===== src/rtl/uart_pkg.sv =====
// Shared UART definitions: FSM state encoding, data width and prescaler helper.
package uart_pkg;

    localparam int UART_DATA_BITS = 8;

    typedef enum logic [2:0] {
        IDLE   = 3'd0,
        START  = 3'd1,
        DATA   = 3'd2,
        PARITY = 3'd3,
        STOP   = 3'd4
    } rx_state_t;

    function automatic int prescale_div(input int clock_freq, input int baud_rate,
                                        input int oversample);
        return clock_freq / (baud_rate * oversample);
    endfunction

endpackage


===== src/rtl/uart_baud_gen.sv =====
// Sample-tick prescaler: one-clk tick every DIVIDE clocks, synchronous clear realigns the phase.
module uart_baud_gen #(
    parameter int DIVIDE = 1
) (
    input  logic clk,
    input  logic rst,
    input  logic clr,
    output logic tick
);

    localparam int CNT_W = (DIVIDE > 1) ? $clog2(DIVIDE) : 1;
    localparam logic [CNT_W-1:0] LAST = CNT_W'(DIVIDE - 1);

    logic [CNT_W-1:0] cnt_reg;

    always_ff @(posedge clk) begin
        if (rst || clr) begin
            cnt_reg <= '0;
        end else if (cnt_reg == LAST) begin
            cnt_reg <= '0;
        end else begin
            cnt_reg <= cnt_reg + CNT_W'(1);
        end
    end

    assign tick = (cnt_reg == LAST);

endmodule


===== src/rtl/uart_receiver.sv =====
// Oversampling 8N1 UART receiver with one-entry valid/ready holding register.
// Define UART_RX_PARITY_EN to receive 8E1/8O1 frames and get a parity_err output.
module uart_receiver
    import uart_pkg::*;
#(
    parameter int CLOCK_FREQ = 100_000_000,
    parameter int BAUD_RATE  = 9600,
    parameter int OVERSAMPLE = 16
`ifdef UART_RX_PARITY_EN
    ,
    parameter int PARITY_ODD = 0
`endif
) (
    input  logic       clk,
    input  logic       rst,
    input  logic       uart_rx,
    output logic [7:0] rx_data,
    output logic       rx_valid,
    input  logic       rx_ready,
    output logic       frame_err,
    output logic       overrun
`ifdef UART_RX_PARITY_EN
    ,
    output logic       parity_err
`endif
);

    localparam int DIVIDE = prescale_div(CLOCK_FREQ, BAUD_RATE, OVERSAMPLE);
    localparam int TICK_W = $clog2(OVERSAMPLE);
    localparam logic [TICK_W-1:0] HALF_BIT = TICK_W'(OVERSAMPLE / 2 - 1);
    localparam logic [TICK_W-1:0] FULL_BIT = TICK_W'(OVERSAMPLE - 1);
    localparam logic [2:0] LAST_BIT = 3'(UART_DATA_BITS - 1);

    logic rx_meta_reg, rx_s_reg;
    logic baud_clr, tick;

    rx_state_t                 state_reg, state_next;
    logic [TICK_W-1:0]         tick_cnt_reg, tick_cnt_next;
    logic [2:0]                bit_cnt_reg, bit_cnt_next;
    logic [UART_DATA_BITS-1:0] shift_reg, shift_next;
    logic                      wait_high_reg, wait_high_next;
    logic                      done_reg, done_next;
    logic                      frame_err_next;
`ifdef UART_RX_PARITY_EN
    logic                      parity_bit_reg, parity_bit_next;
    logic                      parity_err_next;
    logic                      parity_bad;

    assign parity_bad = (^{shift_reg, parity_bit_reg}) != (PARITY_ODD != 0);
`endif

    always_ff @(posedge clk) begin
        if (rst) begin
            rx_meta_reg <= 1'b1;
            rx_s_reg    <= 1'b1;
        end else begin
            rx_meta_reg <= uart_rx;
            rx_s_reg    <= rx_meta_reg;
        end
    end

    uart_baud_gen #(
        .DIVIDE (DIVIDE)
    ) u_baud_gen (
        .clk  (clk),
        .rst  (rst),
        .clr  (baud_clr),
        .tick (tick)
    );

    always_ff @(posedge clk) begin
        if (rst) begin
            state_reg      <= IDLE;
            tick_cnt_reg   <= '0;
            bit_cnt_reg    <= '0;
            shift_reg      <= '0;
            wait_high_reg  <= 1'b0;
            done_reg       <= 1'b0;
            frame_err      <= 1'b0;
`ifdef UART_RX_PARITY_EN
            parity_bit_reg <= 1'b0;
            parity_err     <= 1'b0;
`endif
        end else begin
            state_reg      <= state_next;
            tick_cnt_reg   <= tick_cnt_next;
            bit_cnt_reg    <= bit_cnt_next;
            shift_reg      <= shift_next;
            wait_high_reg  <= wait_high_next;
            done_reg       <= done_next;
            frame_err      <= frame_err_next;
`ifdef UART_RX_PARITY_EN
            parity_bit_reg <= parity_bit_next;
            parity_err     <= parity_err_next;
`endif
        end
    end

    always_comb begin
        state_next      = state_reg;
        tick_cnt_next   = tick_cnt_reg;
        bit_cnt_next    = bit_cnt_reg;
        shift_next      = shift_reg;
        wait_high_next  = wait_high_reg;
        done_next       = 1'b0;
        frame_err_next  = 1'b0;
        baud_clr        = 1'b0;
`ifdef UART_RX_PARITY_EN
        parity_bit_next = parity_bit_reg;
        parity_err_next = 1'b0;
`endif
        case (state_reg)
            IDLE: begin
                // Holding the prescaler in clear while idle aligns ticks to the start edge.
                baud_clr      = 1'b1;
                tick_cnt_next = '0;
                bit_cnt_next  = '0;
                if (wait_high_reg) begin
                    if (rx_s_reg) wait_high_next = 1'b0;
                end else if (!rx_s_reg) begin
                    state_next = START;
                end
            end
            START: begin
                if (tick) begin
                    if (tick_cnt_reg == HALF_BIT) begin
                        tick_cnt_next = '0;
                        state_next    = rx_s_reg ? IDLE : DATA;
                    end else begin
                        tick_cnt_next = tick_cnt_reg + TICK_W'(1);
                    end
                end
            end
            DATA: begin
                if (tick) begin
                    if (tick_cnt_reg == FULL_BIT) begin
                        tick_cnt_next = '0;
                        shift_next    = {rx_s_reg, shift_reg[UART_DATA_BITS-1:1]};
                        bit_cnt_next  = bit_cnt_reg + 3'd1;
                        if (bit_cnt_reg == LAST_BIT) begin
`ifdef UART_RX_PARITY_EN
                            state_next = PARITY;
`else
                            state_next = STOP;
`endif
                        end
                    end else begin
                        tick_cnt_next = tick_cnt_reg + TICK_W'(1);
                    end
                end
            end
`ifdef UART_RX_PARITY_EN
            PARITY: begin
                if (tick) begin
                    if (tick_cnt_reg == FULL_BIT) begin
                        tick_cnt_next   = '0;
                        parity_bit_next = rx_s_reg;
                        state_next      = STOP;
                    end else begin
                        tick_cnt_next = tick_cnt_reg + TICK_W'(1);
                    end
                end
            end
`endif
            STOP: begin
                if (tick) begin
                    if (tick_cnt_reg == FULL_BIT) begin
                        tick_cnt_next = '0;
                        state_next    = IDLE;
                        if (!rx_s_reg) begin
                            frame_err_next = 1'b1;
                            wait_high_next = 1'b1;
                        end
`ifdef UART_RX_PARITY_EN
                        else if (parity_bad) begin
                            parity_err_next = 1'b1;
                        end
`endif
                        else begin
                            done_next = 1'b1;
                        end
                    end else begin
                        tick_cnt_next = tick_cnt_reg + TICK_W'(1);
                    end
                end
            end
            default: state_next = IDLE;
        endcase
    end

    // A completed byte may replace the held one only if it is empty or being consumed now.
    always_ff @(posedge clk) begin
        if (rst) begin
            rx_data  <= '0;
            rx_valid <= 1'b0;
            overrun  <= 1'b0;
        end else begin
            overrun <= 1'b0;
            if (done_reg) begin
                if (!rx_valid || rx_ready) begin
                    rx_data  <= shift_reg;
                    rx_valid <= 1'b1;
                end else begin
                    overrun <= 1'b1;
                end
            end else if (rx_valid && rx_ready) begin
                rx_valid <= 1'b0;
            end
        end
    end

endmodule

===== config.mk =====
export PLATFORM = sky130hd
export DESIGN_NAME = uart_receiver
export DESIGN_NICKNAME = d
export VERILOG_FILES = /design/src/rtl/uart_pkg.sv /design/src/rtl/uart_baud_gen.sv /design/src/rtl/uart_receiver.sv
export SDC_FILE = /design/constraint.sdc
export NUM_CORES = 1
export LEC_CHECK = 0
export CAP_MARGIN = 20
export CORE_ASPECT_RATIO = 1.5
export CORE_MARGIN = 2
export CORE_UTILIZATION = 24
export CTS_CLUSTER_DIAMETER = 40
export DETAILED_ROUTE_END_ITERATION = 6
export PLACE_DENSITY_LB_ADDON = 0.15
export SYNTH_ARGS = -nofsm -noshare
export SYNTH_HDL_FRONTEND = slang
export SYNTH_SLANG_ARGS = --single-unit
export TNS_END_PERCENT = 20

===== constraint.sdc =====
create_clock -name clk -period 3.09 [get_ports clk]
set_input_delay 0.618 -clock clk [delete_from_list [all_inputs] [get_ports clk]]
set_output_delay 0.618 -clock clk [all_outputs]
set_load 0.05 [all_outputs]

### Word level (Yosys, flattened, before mapping)

Index checks and enable logic that the tools add are counted.

* flip-flop bits (word level): 43
* input bits: 4
* output and inout port bits: 11
* word-level logic and storage cells: 90

* add/sub/neg operators: 3
* equality and inequality tests: 19
* muxes and demuxes: 31
* bitwise operators: 4
* reductions and logical operators: 20

Operator list (count)
* $mux 3: 11
* $ne 2x2->1 const B: 10
* $mux 4: 4
* $pmux 3 s4: 1
* $pmux 4 s3: 1
* $mux 1: 11
* $add 10x1->10 const B: 1
* $eq 10x10->1 const B: 1
* $reduce_and 3->1: 3
* $reduce_and 9->1: 1
* $eq 3x3->1 const B: 2
* $pmux 3 s2: 1
* $reduce_bool 2->1: 3
* $reduce_or 2->1: 3
* $add 4x1->4 const B: 1
* $eq 4x3->1 const B: 1
* $eq 4x4->1 const B: 1
* $ne 2x1->1 const B: 2
* $not 1->1: 4
* $reduce_and 2->1: 2
* $reduce_and 4->1: 1
* $reduce_or 4->1: 1
* $add 3x1->3 const B: 1
* $eq 3x1->1 const B: 1
* other kinds (8): 9

### Logic depth before layout (Yosys ltp)

Gate-level depths: netlist of the first run.

* depth after elaboration: 5
* mapped depth: 7
* depth with buffers taken out: 6

### Modules after synthesis

A second synthesis of the first run with hierarchy kept.

* cell total of the unflattened synthesis: 207
* area total of the unflattened synthesis: 1901.8 um^2

Modules (own cells, without submodules)
* uart_receiver: instances 1, cells an instance 156, area an instance 1438.9 um^2, seq. area each 660.6 um^2
* uart_baud_gen: instances 1, cells an instance 51, area an instance 462.9 um^2, seq. area each 200.2 um^2

### Worst setup path before layout of the first run

No wires, ideal clock.

* path type: register to register
* start: register u_baud_gen.cnt_reg[0]
* end: register bit_cnt_reg[1]
* setup time: 72 ps
* arrival: 1585 ps
* required time: 3018 ps
* setup slack: 1433 ps
* stages on the path, launching flop included: 8
* buffers on the path: 1
* period minus slack after synthesis: 1657 ps
* cell sequence: dfxtp_1 > inv_1 > ha_1 > and4bb_1 > nand4_1 > buf_2 > nor3_1 > mux2i_1

* longest elaborated chain between the ends: 3

Ends and longest elaborated chain
* start: declaration: RTL line uart_baud_gen.sv:14 `logic [CNT_W-1:0] cnt_reg;`
* start signal: assignment: RTL line uart_baud_gen.sv:22 `cnt_reg <= cnt_reg + CNT_W'(1);`
* $eq 10x10->1: RTL line uart_baud_gen.sv:26 `assign tick = (cnt_reg == LAST);`
* $ne 2x2->1 (no source line)
* $reduce_and 3->1 (no source line)
* end signal: assignment: RTL line uart_receiver.sv:87 `bit_cnt_reg <= bit_cnt_next;`
* end: declaration: RTL line uart_receiver.sv:39 `logic [2:0] bit_cnt_reg, bit_cnt_next;`

No other way between the ends.
A chain may end at the register's enable or synchronous reset.

### Worst setup path in the final report of the first run

* start: register rx_valid
* end: output port rx_valid

RTL lines
* start: declaration: RTL line uart_receiver.sv:18 `output logic rx_valid,`
* start signal: assignment: RTL line uart_receiver.sv:195 `rx_valid <= 1'b0;`
* start signal: assignment: RTL line uart_receiver.sv:202 `rx_valid <= 1'b1;`
* start signal: assignment: RTL line uart_receiver.sv:207 `rx_valid <= 1'b0;`

No word-level cell between the ends.

==> results.sh, run 1 <==
export IMPL_grt_pass1_vias=1458
export IMPL_drt_initial_drc_count=41
export IMPL_clockBufferDepth=2
export IMPL_final_layout_size_suffix_gt1_share_pct=8.756
export IMPL_timing_critical_path_buf_inv=1
export IMPL_drt_pass1_iter_count=4
export IMPL_cp_cell_sequence="clkdlybuf4s50_1"
export IMPL_cts_resized=0
export IMPL_crit_slowest_cell="clkdlybuf4s50_1"
export IMPL_n_antenna_cell=0
export IMPL_dp_cells=315
export IMPL_dpl_hpwl_mm=2.881
export IMPL_post_layout_nonfiller_instances=322
export IMPL_clock_skew_ns=0.005349
export IMPL_cts_hold_buf=0
export IMPL_antenna_found_initial=0
export IMPL_grt_setup_unrepaired="false"
export IMPL_grt_overflow=0
export IMPL_worstSetupEndpointType="output port"
export IMPL_syn_nets=209
export IMPL_p_leak_nw=0.9408
export IMPL_async_flop_share_pct=0
export IMPL_path_max_fanout=3
export IMPL_period_minus_slack_ns=2.061
export IMPL_tightest_slew_ns=0.5988
export IMPL_clk_pin_slew_ns=0.06
export IMPL_vias_per_cell=4.407
export IMPL_start_kind="flip-flop"
export IMPL_critical_path_class="flip-flop to output port"
export IMPL_slew_headroom_pct=59.66
export IMPL_status="finished, final reports clean"
export IMPL_final_fill_count=900
export IMPL_gp_congestion=0.7415
export IMPL_multiInputGateArea_sq_um=989.7
export IMPL_timing_final_hold_violations=0
export IMPL_postCtsSetupBuffers=0
export IMPL_seq_area_sq_um=860.8
export IMPL_wl_met1_mm=1.628
export IMPL_finalSetupViolations=0
export IMPL_hp_class="flip-flop to flip-flop"
export IMPL_power_density_nw_per_um2=508.0
export IMPL_wl_per_cell_um=12.09
export IMPL_grt_pass1_wl_mm=6.775
export IMPL_fin_nets=226
export IMPL_cts_tree="done"
export IMPL_areaGrowthSynthToFinish_pct=21.46
export IMPL_period_share_pct=66.71
export IMPL_die_area_sq_um=8765
export IMPL_route_detailed_drc=0
export IMPL_synth_top_area_share_pct=44.73
export IMPL_synth_edf_count=0
export IMPL_cp_required_ns=2.47
export IMPL_antenna_left=0
export IMPL_port_buffer_count=14
export IMPL_cts_buffers=5
export IMPL_cpPeakStageDelay_ns=0.81
export IMPL_num_vias=1419
export IMPL_synth_warnings=0
export IMPL_synth_cell_types=46
export IMPL_die_y_um=113.7
export IMPL_arrival_ns=1.44
export IMPL_htree_levels=2
export IMPL_met3_length_um=98
export IMPL_synth_area_top_cells="dfxtp_1 45%, mux2i_1 10%, nand2b_1 4.9%"
export IMPL_maxCapViolations=0
export IMPL_ys_seq_area_share_pct=44.73
export IMPL_ir_drop_uv=234.5
export IMPL_cts_sinks=43
export IMPL_grt_max_degree=23
export IMPL_initial_core_util_pct=24.34
export IMPL_fmax_mhz=485.1
export IMPL_core_area_sq_um=7908
export IMPL_clk_latency_ns=0.28
export IMPL_critPathTopFamily="buffers and inverters"
export IMPL_ys_ff_latch=43
export IMPL_setup_tns_ns=0
export IMPL_post_route_util_pct=29.56
export IMPL_largest_reg_flops=10
export IMPL_grt_usage_pct=9.967
export IMPL_syn_area_per_cell_sq_um=9.622
export IMPL_syn_area_sq_um=1924
export IMPL_finalWirelength_mm=3.893
export IMPL_yosysTopAreaCell="dfxtp_1"
export IMPL_num_rows=40
export IMPL_die_x_um=77.11
export IMPL_cts_root_buf="clkbuf_16"
export IMPL_dr_wl_met2_mm=2.067
export IMPL_synth_cells=200
export IMPL_top_layer="met4"
export IMPL_yosys_most_used_dff="dfxtp_1"
export IMPL_ios=15
export IMPL_slew_viol_final=0
[metrics by stage]
stage          hold slack (ns)  worst slack (ns)  total power, mW  instance area [sq um]
3_3_place_gp            0.4002             1.027           0.6183                   2178
3_5_place_dp            0.3975             1.015           0.6178                   2178
5_1_grt                 0.4287            0.9750            1.240                   2337
2_1_floorplan           0.3895             1.433           0.6034                   1924
4_1_cts                 0.4145             1.013            1.212                   2337
6_report                0.4131             1.029            1.187                   2337
[power breakdown]
group          switching, mW  internal (mW)
sequential           0.00456          0.558
clock                  0.205          0.377
combinational         0.0227         0.0200
[cell usage after synthesis (all sizes together), types with 2 or more instances]
library cell / count
and3: 3
a21oi: 4
o211ai: 2
nand4: 3
nor2: 23
clkbuf: 4
or2: 4
ha: 5
xor2: 9
nand3: 5
or3: 2
xnor2: 2
and4: 2
or4: 2
nor3: 3
dfxtp: 43
mux2i: 20
inv: 7
buf: 4
o21ai: 4
nand2b: 15
nand2: 10
nor2b: 3
[routing by layer]
layer / track usage (%) / vias up
li1: - / 734
met2: 17.43 / 14
met5: 0 / -
met1: 10.91 / 664
met3: 2.532 / 7
met4: 5.714 / 0
[placed cells by master, fill, tap and decap left out, types with 2 or more instances in the layout]
master           instances
and3_1                   3
inv_1                    7
clkdlybuf4s50_1         14
nand2b_1                15
o21ai_0                  3
dfxtp_1                 43
ha_1                     5
clkbuf_16                5
nor2b_1                  3
or3_1                    2
or2_2                    4
nor3_1                   3
xor2_1                   9
and4_1                   2
a21oi_1                  4
nor2_1                  23
xnor2_1                  2
nand2_1                 10
nand4_1                  3
mux2i_1                 20
buf_4                    4
nand3_1                  5
or4_1                    2
o211ai_1                 2
[cells by family after synthesis]
kind of cell,Yosys count,share of synthesized area [%]
DFF,43,44.73
adders and majority gates,5,3.251
and+or+nand+nor,83,23.67
buffers and inverters,15,3.836
muxes,21,10.99
AOI/OAI and AO/OA,22,8.518
xor gates and xnor gates,11,5.007
[cell type report]
class                           count  area share [%]
Tap cell                          105           5.621
Multi-Input combinational cell    142           42.34
Timing Repair Buffer               18           7.281
Clock inverter                      1           1.285
Sequential cell                    43           36.83
Inverter                            7           1.124
Clock buffer                        6           5.514
[final timing paths]
kind,start,endpoint,slack [ns],cells after the start
worst min register to register,rx_meta_reg$_SDFF_PP1_,rx_s_reg$_SDFF_PP1_,0.41,1
worst max register to register,u_baud_gen.cnt_reg[0]$_SDFF_PP0_,bit_cnt_reg[0]$_SDFFE_PP0P_,1.11,7
worst max-delay path,rx_valid$_SDFFE_PP0P_,rx_valid,1.03,1
worst min-delay path,rx_meta_reg$_SDFF_PP1_,rx_s_reg$_SDFF_PP1_,0.41,1
No activity file was read; power rests on OpenSTA's default activity.
==> run 2, diff against run 1 <==
clock period = 1.7 ns   (was 3.09 ns; I/O delays follow)
==> results.sh, run 2 (synthesized netlist as in run 1, its figures left out) <==
export IMPL_dp_cells=339
export IMPL_n_antenna_cell=0
export IMPL_grt_setup_unrepaired="true"
export IMPL_grt_usage_pct=10.74
export IMPL_gp_congestion=0.8038
export IMPL_mostFrequentLayoutCells="40 x dfxtp_1, 36 x buf_4, 23 x nor2_1, 20 x mux2i_1, 15 x nand2b_1"
export IMPL_areaGrowthSynthToFinish_pct=33.75
export IMPL_cp_required_ns=1.92
export IMPL_ios=15
export IMPL_dpl_worst_slack_ns=-0.04989
export IMPL_port_buffer_count=14
export IMPL_worst_r2r_cell_count=7
export IMPL_wl_per_cell_um=11.67
export IMPL_num_rows=40
export IMPL_final_layout_size_suffix_gt1_share_pct=28.10
export IMPL_die_y_um=113.7
export IMPL_cts_hold_buf=0
export IMPL_route_detailed_drc=0
export IMPL_start_kind="flip-flop"
export IMPL_worst_slack_ns=0.02480
export IMPL_die_x_um=77.11
export IMPL_clk_pin_slew_ns=0.06
export IMPL_timing_rr_start="u_baud_gen.cnt_reg[0]$_SDFF_PP0_"
export IMPL_finalSetupViolations=0
export IMPL_cts_tree="done"
export IMPL_cts_buffers=5
export IMPL_largest_reg_flops=10
export IMPL_fmax_mhz=596.9
export IMPL_antenna_left=0
export IMPL_grt_overflow=0
export IMPL_status="finished, final reports clean"
export IMPL_arrival_ns=1.89
export IMPL_r2r_setup_slack_ns=0.02
export IMPL_grt_max_degree=17
export IMPL_maxCapViolations=0
export IMPL_cts_root_buf="clkbuf_16"
export IMPL_vias_per_cell=4.231
export IMPL_timing_final_hold_violations=0
export IMPL_power_density_nw_per_um2=865.9
export IMPL_slew_headroom_pct=77.01
export IMPL_final_fill_count=862
export IMPL_clk_latency_ns=0.29
export IMPL_core_area_sq_um=7908
export IMPL_fin_nets=250
export IMPL_antenna_found_initial=0
export IMPL_worstSetupEndpointType="flip-flop"
export IMPL_die_area_sq_um=8765
export IMPL_clockBufferDepth=2
export IMPL_slew_viol_final=0
export IMPL_grt_pass1_wl_mm=7.314
export IMPL_dpl_hpwl_mm=3.011
export IMPL_path_max_fanout=8
export IMPL_finalWirelength_mm=4.049
export IMPL_tightest_slew_ns=0.3425
export IMPL_whs_path_depth=1
export IMPL_crit_slowest_cell="or4_1"
export IMPL_hp_class="flip-flop to flip-flop"
export IMPL_clock_skew_ns=0.004733
export IMPL_cpPeakStageDelay_ns=0.46
export IMPL_period_share_pct=98.54
export IMPL_cts_sinks=43
export IMPL_min_from="rx_meta_reg$_SDFF_PP1_"
export IMPL_critical_path_class="flip-flop to flip-flop"
export IMPL_grt_pass1_vias=1529
export IMPL_ir_drop_uv=348.4
export IMPL_initial_core_util_pct=24.34
export IMPL_htree_levels=2
export IMPL_final_common_cell="dfxtp_1"
export IMPL_num_vias=1468
export IMPL_drt_pass1_iter_count=4
export IMPL_r2r_end="tick_cnt_reg[2]$_SDFFE_PP0P_"
export IMPL_drt_initial_drc_count=40
export IMPL_p_leak_nw=1.110
export IMPL_post_layout_nonfiller_instances=347
export IMPL_cp_cell_sequence="inv_2, ha_4, and4bb_1, nand4_1, buf_6, or4_1, a31oi_1"
export IMPL_whs_endpoint="rx_s_reg$_SDFF_PP1_"
export IMPL_period_minus_slack_ns=1.675
==> run 2: cell count changes in the layout (fill, tap and decap cells not counted), moves of 2 or more <==
| cell | delta |
|---|---|
| o21ai_0 | -2 |
| dfxtp_1 | -3 |
| a21oi_1 | -2 |
| buf_4 | +32 |
| clkdlybuf4s50_1 | -11 |
| dfxtp_2 | +3 |
| a21oi_2 | +2 |
| o21ai_1 | +2 |
==> run 2: worst max-delay path by stage <==
stage	startpoint	to	slack [ns]	cells after the start
after global placement	rst	state_reg[1]$_SDFFE_PP0P_	-0.04	3
after global routing	u_baud_gen.cnt_reg[0]$_SDFF_PP0_	tick_cnt_reg[2]$_SDFFE_PP0P_	-0.07	7
after CTS	u_baud_gen.cnt_reg[0]$_SDFF_PP0_	shift_reg[2]$_SDFFE_PP0P_	-0.0008	7
final	u_baud_gen.cnt_reg[0]$_SDFF_PP0_	tick_cnt_reg[2]$_SDFFE_PP0P_	0.02	7
after floorplan	u_baud_gen.cnt_reg[0]$_SDFF_PP0_	bit_cnt_reg[1]$_SDFFE_PP0P_	0.04	7
after detailed placement	rst	state_reg[1]$_SDFFE_PP0P_	-0.05	3
==> run 2: report_power, final <==
group          switching (mW)  total, mW  leakage (nW)  internal (mW)
clock network           0.417       1.11        0.0838          0.693
logic                  0.0474     0.0982         0.678         0.0508
registers             0.00671       1.02         0.348           1.01
total                   0.471       2.23          1.11           1.76
==> run 2: critical path: cells and delay by family, from the launching register on <==
family          cells  cell delay, ns
fa+ha+maj           1            0.11
simple gates        3            0.81
buf+inv             2            0.24
flops               1            0.32
compound gates      1            0.13
==> run 2: layout make-up <==
cell class	count	area (sq um)	area share, %
Clock buffer	5	125.1	4.861
Sequential cell	43	864.6	33.59
Inverter	7	26.28	1.021
Tap cell	105	131.4	5.105
Clock inverter	3	43.79	1.702
Timing Repair Buffer	42	346.6	13.47
Multi-Input combinational cell	142	1036	40.25
==> run 2: per-stage QoR <==
step           setup TNS (ns)  utilization (%)  cell area, sq um  hold slack (ns)  power [mW]
2_1_floorplan               0                -              1924           0.3895       1.097
3_3_place_gp          -0.2466            29.64              2344           0.4074       1.140
3_5_place_dp          -0.2741            29.64              2344           0.3993       1.138
4_1_cts             -0.001451            31.82              2516           0.4159       2.268
5_1_grt               -0.5296            32.55              2574           0.4608       2.329
6_report                    0            32.55              2574           0.4112       2.229
==> run 2: metal layers <==
layer	GRT usage [%]	up-vias	share of wire, %
met4	6.429	0	2.8
li1	-	779	-
met1	12.60	668	45
met2	17.49	15	50
met5	0	-	0
met3	2.927	6	2.9
==> run 2: repair_timing <==
| item | CTS | global route |
|---|---|---|
| endpoints found under the setup margin | 3 | 21 |
| resized for setup | 1 | 17 |
| setup buffers | 0 | 0 |
| pin swaps | 3 | 6 |
==> run 3, diff against run 2 <==
GPL_ROUTABILITY_DRIVEN = 0   (was default)
SETUP_SLACK_MARGIN = 0.2   (was default)
==> results.sh, run 3 (synthesized netlist as in run 1, its figures left out) <==
export IMPL_status="complete, but fails checks"
export IMPL_violations="setup timing"
export IMPL_n_antenna_cell=0
export IMPL_start_kind="flip-flop"
export IMPL_mostFrequentLayoutCells="41 x dfxtp_1, 36 x buf_4, 22 x nor2_1, 20 x mux2i_1, 15 x nand2b_1"
export IMPL_grt_setup_unrepaired="true"
export IMPL_holdWs_ns=0.4074
export IMPL_tightest_slew_ns=0.3760
export IMPL_period_minus_slack_ns=1.711
export IMPL_grt_usage_pct=10.42
export IMPL_path_max_fanout=8
export IMPL_period_share_pct=100.6
export IMPL_maxCapViolations=0
export IMPL_cts_sinks=43
export IMPL_ios=15
export IMPL_worst_slack_ns=-0.01062
export IMPL_final_common_cell="dfxtp_1"
export IMPL_ir_drop_uv=470.6
export IMPL_grt_overflow=0
export IMPL_areaGrowthSynthToFinish_pct=38.43
export IMPL_fin_nets=251
export IMPL_worstSetupEndpointType="flip-flop"
export IMPL_hp_class="flip-flop to flip-flop"
export IMPL_clock_skew_ns=0.006206
export IMPL_slew_headroom_pct=74.76
export IMPL_timing_rr_start="u_baud_gen.cnt_reg[0]$_SDFF_PP0_"
export IMPL_clockBufferDepth=2
export IMPL_num_rows=40
export IMPL_whs_path_depth=1
export IMPL_clk_pin_slew_ns=0.06
export IMPL_finalSetupViolations=1
export IMPL_drt_pass1_iter_count=4
export IMPL_grt_pass1_vias=1488
export IMPL_slew_viol_final=0
export IMPL_num_vias=1519
export IMPL_timing_final_hold_violations=0
export IMPL_die_area_sq_um=8765
export IMPL_die_x_um=77.11
export IMPL_vias_per_cell=4.365
export IMPL_post_route_util_pct=33.69
export IMPL_finalInstanceArea_sq_um=2664
export IMPL_cts_buffers=5
export IMPL_p_leak_nw=1.155
export IMPL_route_detailed_drc=0
export IMPL_finalWirelength_mm=4.114
export IMPL_r2r_end="wait_high_reg$_SDFFE_PP0P_"
export IMPL_cp_required_ns=1.93
export IMPL_largest_reg_flops=10
export IMPL_min_from="rx_meta_reg$_SDFF_PP1_"
export IMPL_initial_core_util_pct=24.34
export IMPL_power_density_nw_per_um2=894.9
export IMPL_wl_per_cell_um=11.82
export IMPL_final_layout_size_suffix_gt1_share_pct=29.63
export IMPL_die_y_um=113.7
export IMPL_grt_max_degree=19
export IMPL_clk_latency_ns=0.29
export IMPL_htree_levels=2
export IMPL_grt_pass1_wl_mm=7.051
export IMPL_dpl_hpwl_mm=2.977
export IMPL_worst_r2r_cell_count=7
export IMPL_antenna_found_initial=0
export IMPL_cts_tree="done"
export IMPL_arrival_ns=1.94
export IMPL_antenna_left=0
export IMPL_drt_initial_drc_count=46
export IMPL_port_buffer_count=14
export IMPL_cts_root_buf="clkbuf_16"
export IMPL_setup_tns_ns=-0.01062
export IMPL_whs_endpoint="rx_s_reg$_SDFF_PP1_"
export IMPL_core_area_sq_um=7908
export IMPL_p_total_mw=2.384
export IMPL_final_fill_count=849
export IMPL_fmax_mhz=584.6
export IMPL_placed_cell_area_sq_um=2355
export IMPL_r2r_setup_slack_ns=-0.01
export IMPL_critical_path_class="flip-flop to flip-flop"
[run 3: per-layer routing]
layer,up-vias,track usage [%],routed length (um)
met5,-,0,0
li1,785,-,-
met2,14,17.89,2144
met3,6,2.769,96
met1,714,11.70,1764
met4,0,5.714,108
[run 3: worst max-delay path by stage]
| stage | start | end | slack, ns | depth (start not counted) |
|---|---|---|---|---|
| final | u_baud_gen.cnt_reg[0]$_SDFF_PP0_ | wait_high_reg$_SDFFE_PP0P_ | -0.01 | 7 |
| after floorplan | state_reg[2]$_SDFFE_PP0P_ | bit_cnt_reg[0]$_SDFFE_PP0P_ | 0.11 | 5 |
| after global placement | state_reg[0]$_SDFFE_PP0P_ | state_reg[1]$_SDFFE_PP0P_ | -0.02 | 5 |
| after global routing | u_baud_gen.cnt_reg[0]$_SDFF_PP0_ | done_reg$_SDFF_PP0_ | -0.11 | 7 |
| after CTS | u_baud_gen.cnt_reg[0]$_SDFF_PP0_ | bit_cnt_reg[0]$_SDFFE_PP0P_ | -0.04 | 7 |
| after detailed placement | u_baud_gen.cnt_reg[0]$_SDFF_PP0_ | done_reg$_SDFF_PP0_ | -0.05 | 7 |
[run 3: final cells by class]
class	instances	area, sq um	share of cell area (%)
multi-input cells	142	1091	40.96
clock inverters	2	60.06	2.255
inverters	7	26.28	0.9864
repair buffers	43	362.8	13.62
clock buffers	6	128.9	4.838
flip-flops and latches	43	863.3	32.41
well taps	105	131.4	4.932
[run 3: where the power goes]
part	leakage, nW	switching (mW)	internal [mW]
combinational	0.717	0.0550	0.0638
clock	0.0911	0.401	0.843
sequential	0.348	0.00699	1.01
[run 3: repair_timing]
action | CTS | global route
buffers inserted | 1 | 1
endpoints found under the setup margin | 21 | 31
hold buffers | 0 | 0
pin swaps | 4 | 8
resized for setup | 19 | 6
[run 3: critical path, cell delays in order (launching register included)]
cell      delay (ns)
dfxtp_2         0.31
inv_1           0.05
ha_1            0.13
and4bb_1        0.20
nand4_1         0.20
buf_6           0.22
or4_4           0.41
a21oi_2         0.13
[run 3: per-stage QoR]
stage               cells  setup WS, ns
floorplan             200        0.1054
global placement      338      -0.02108
detailed placement    338      -0.05202
CTS                   347      -0.04465
global route          348       -0.1093
finish                348      -0.01062
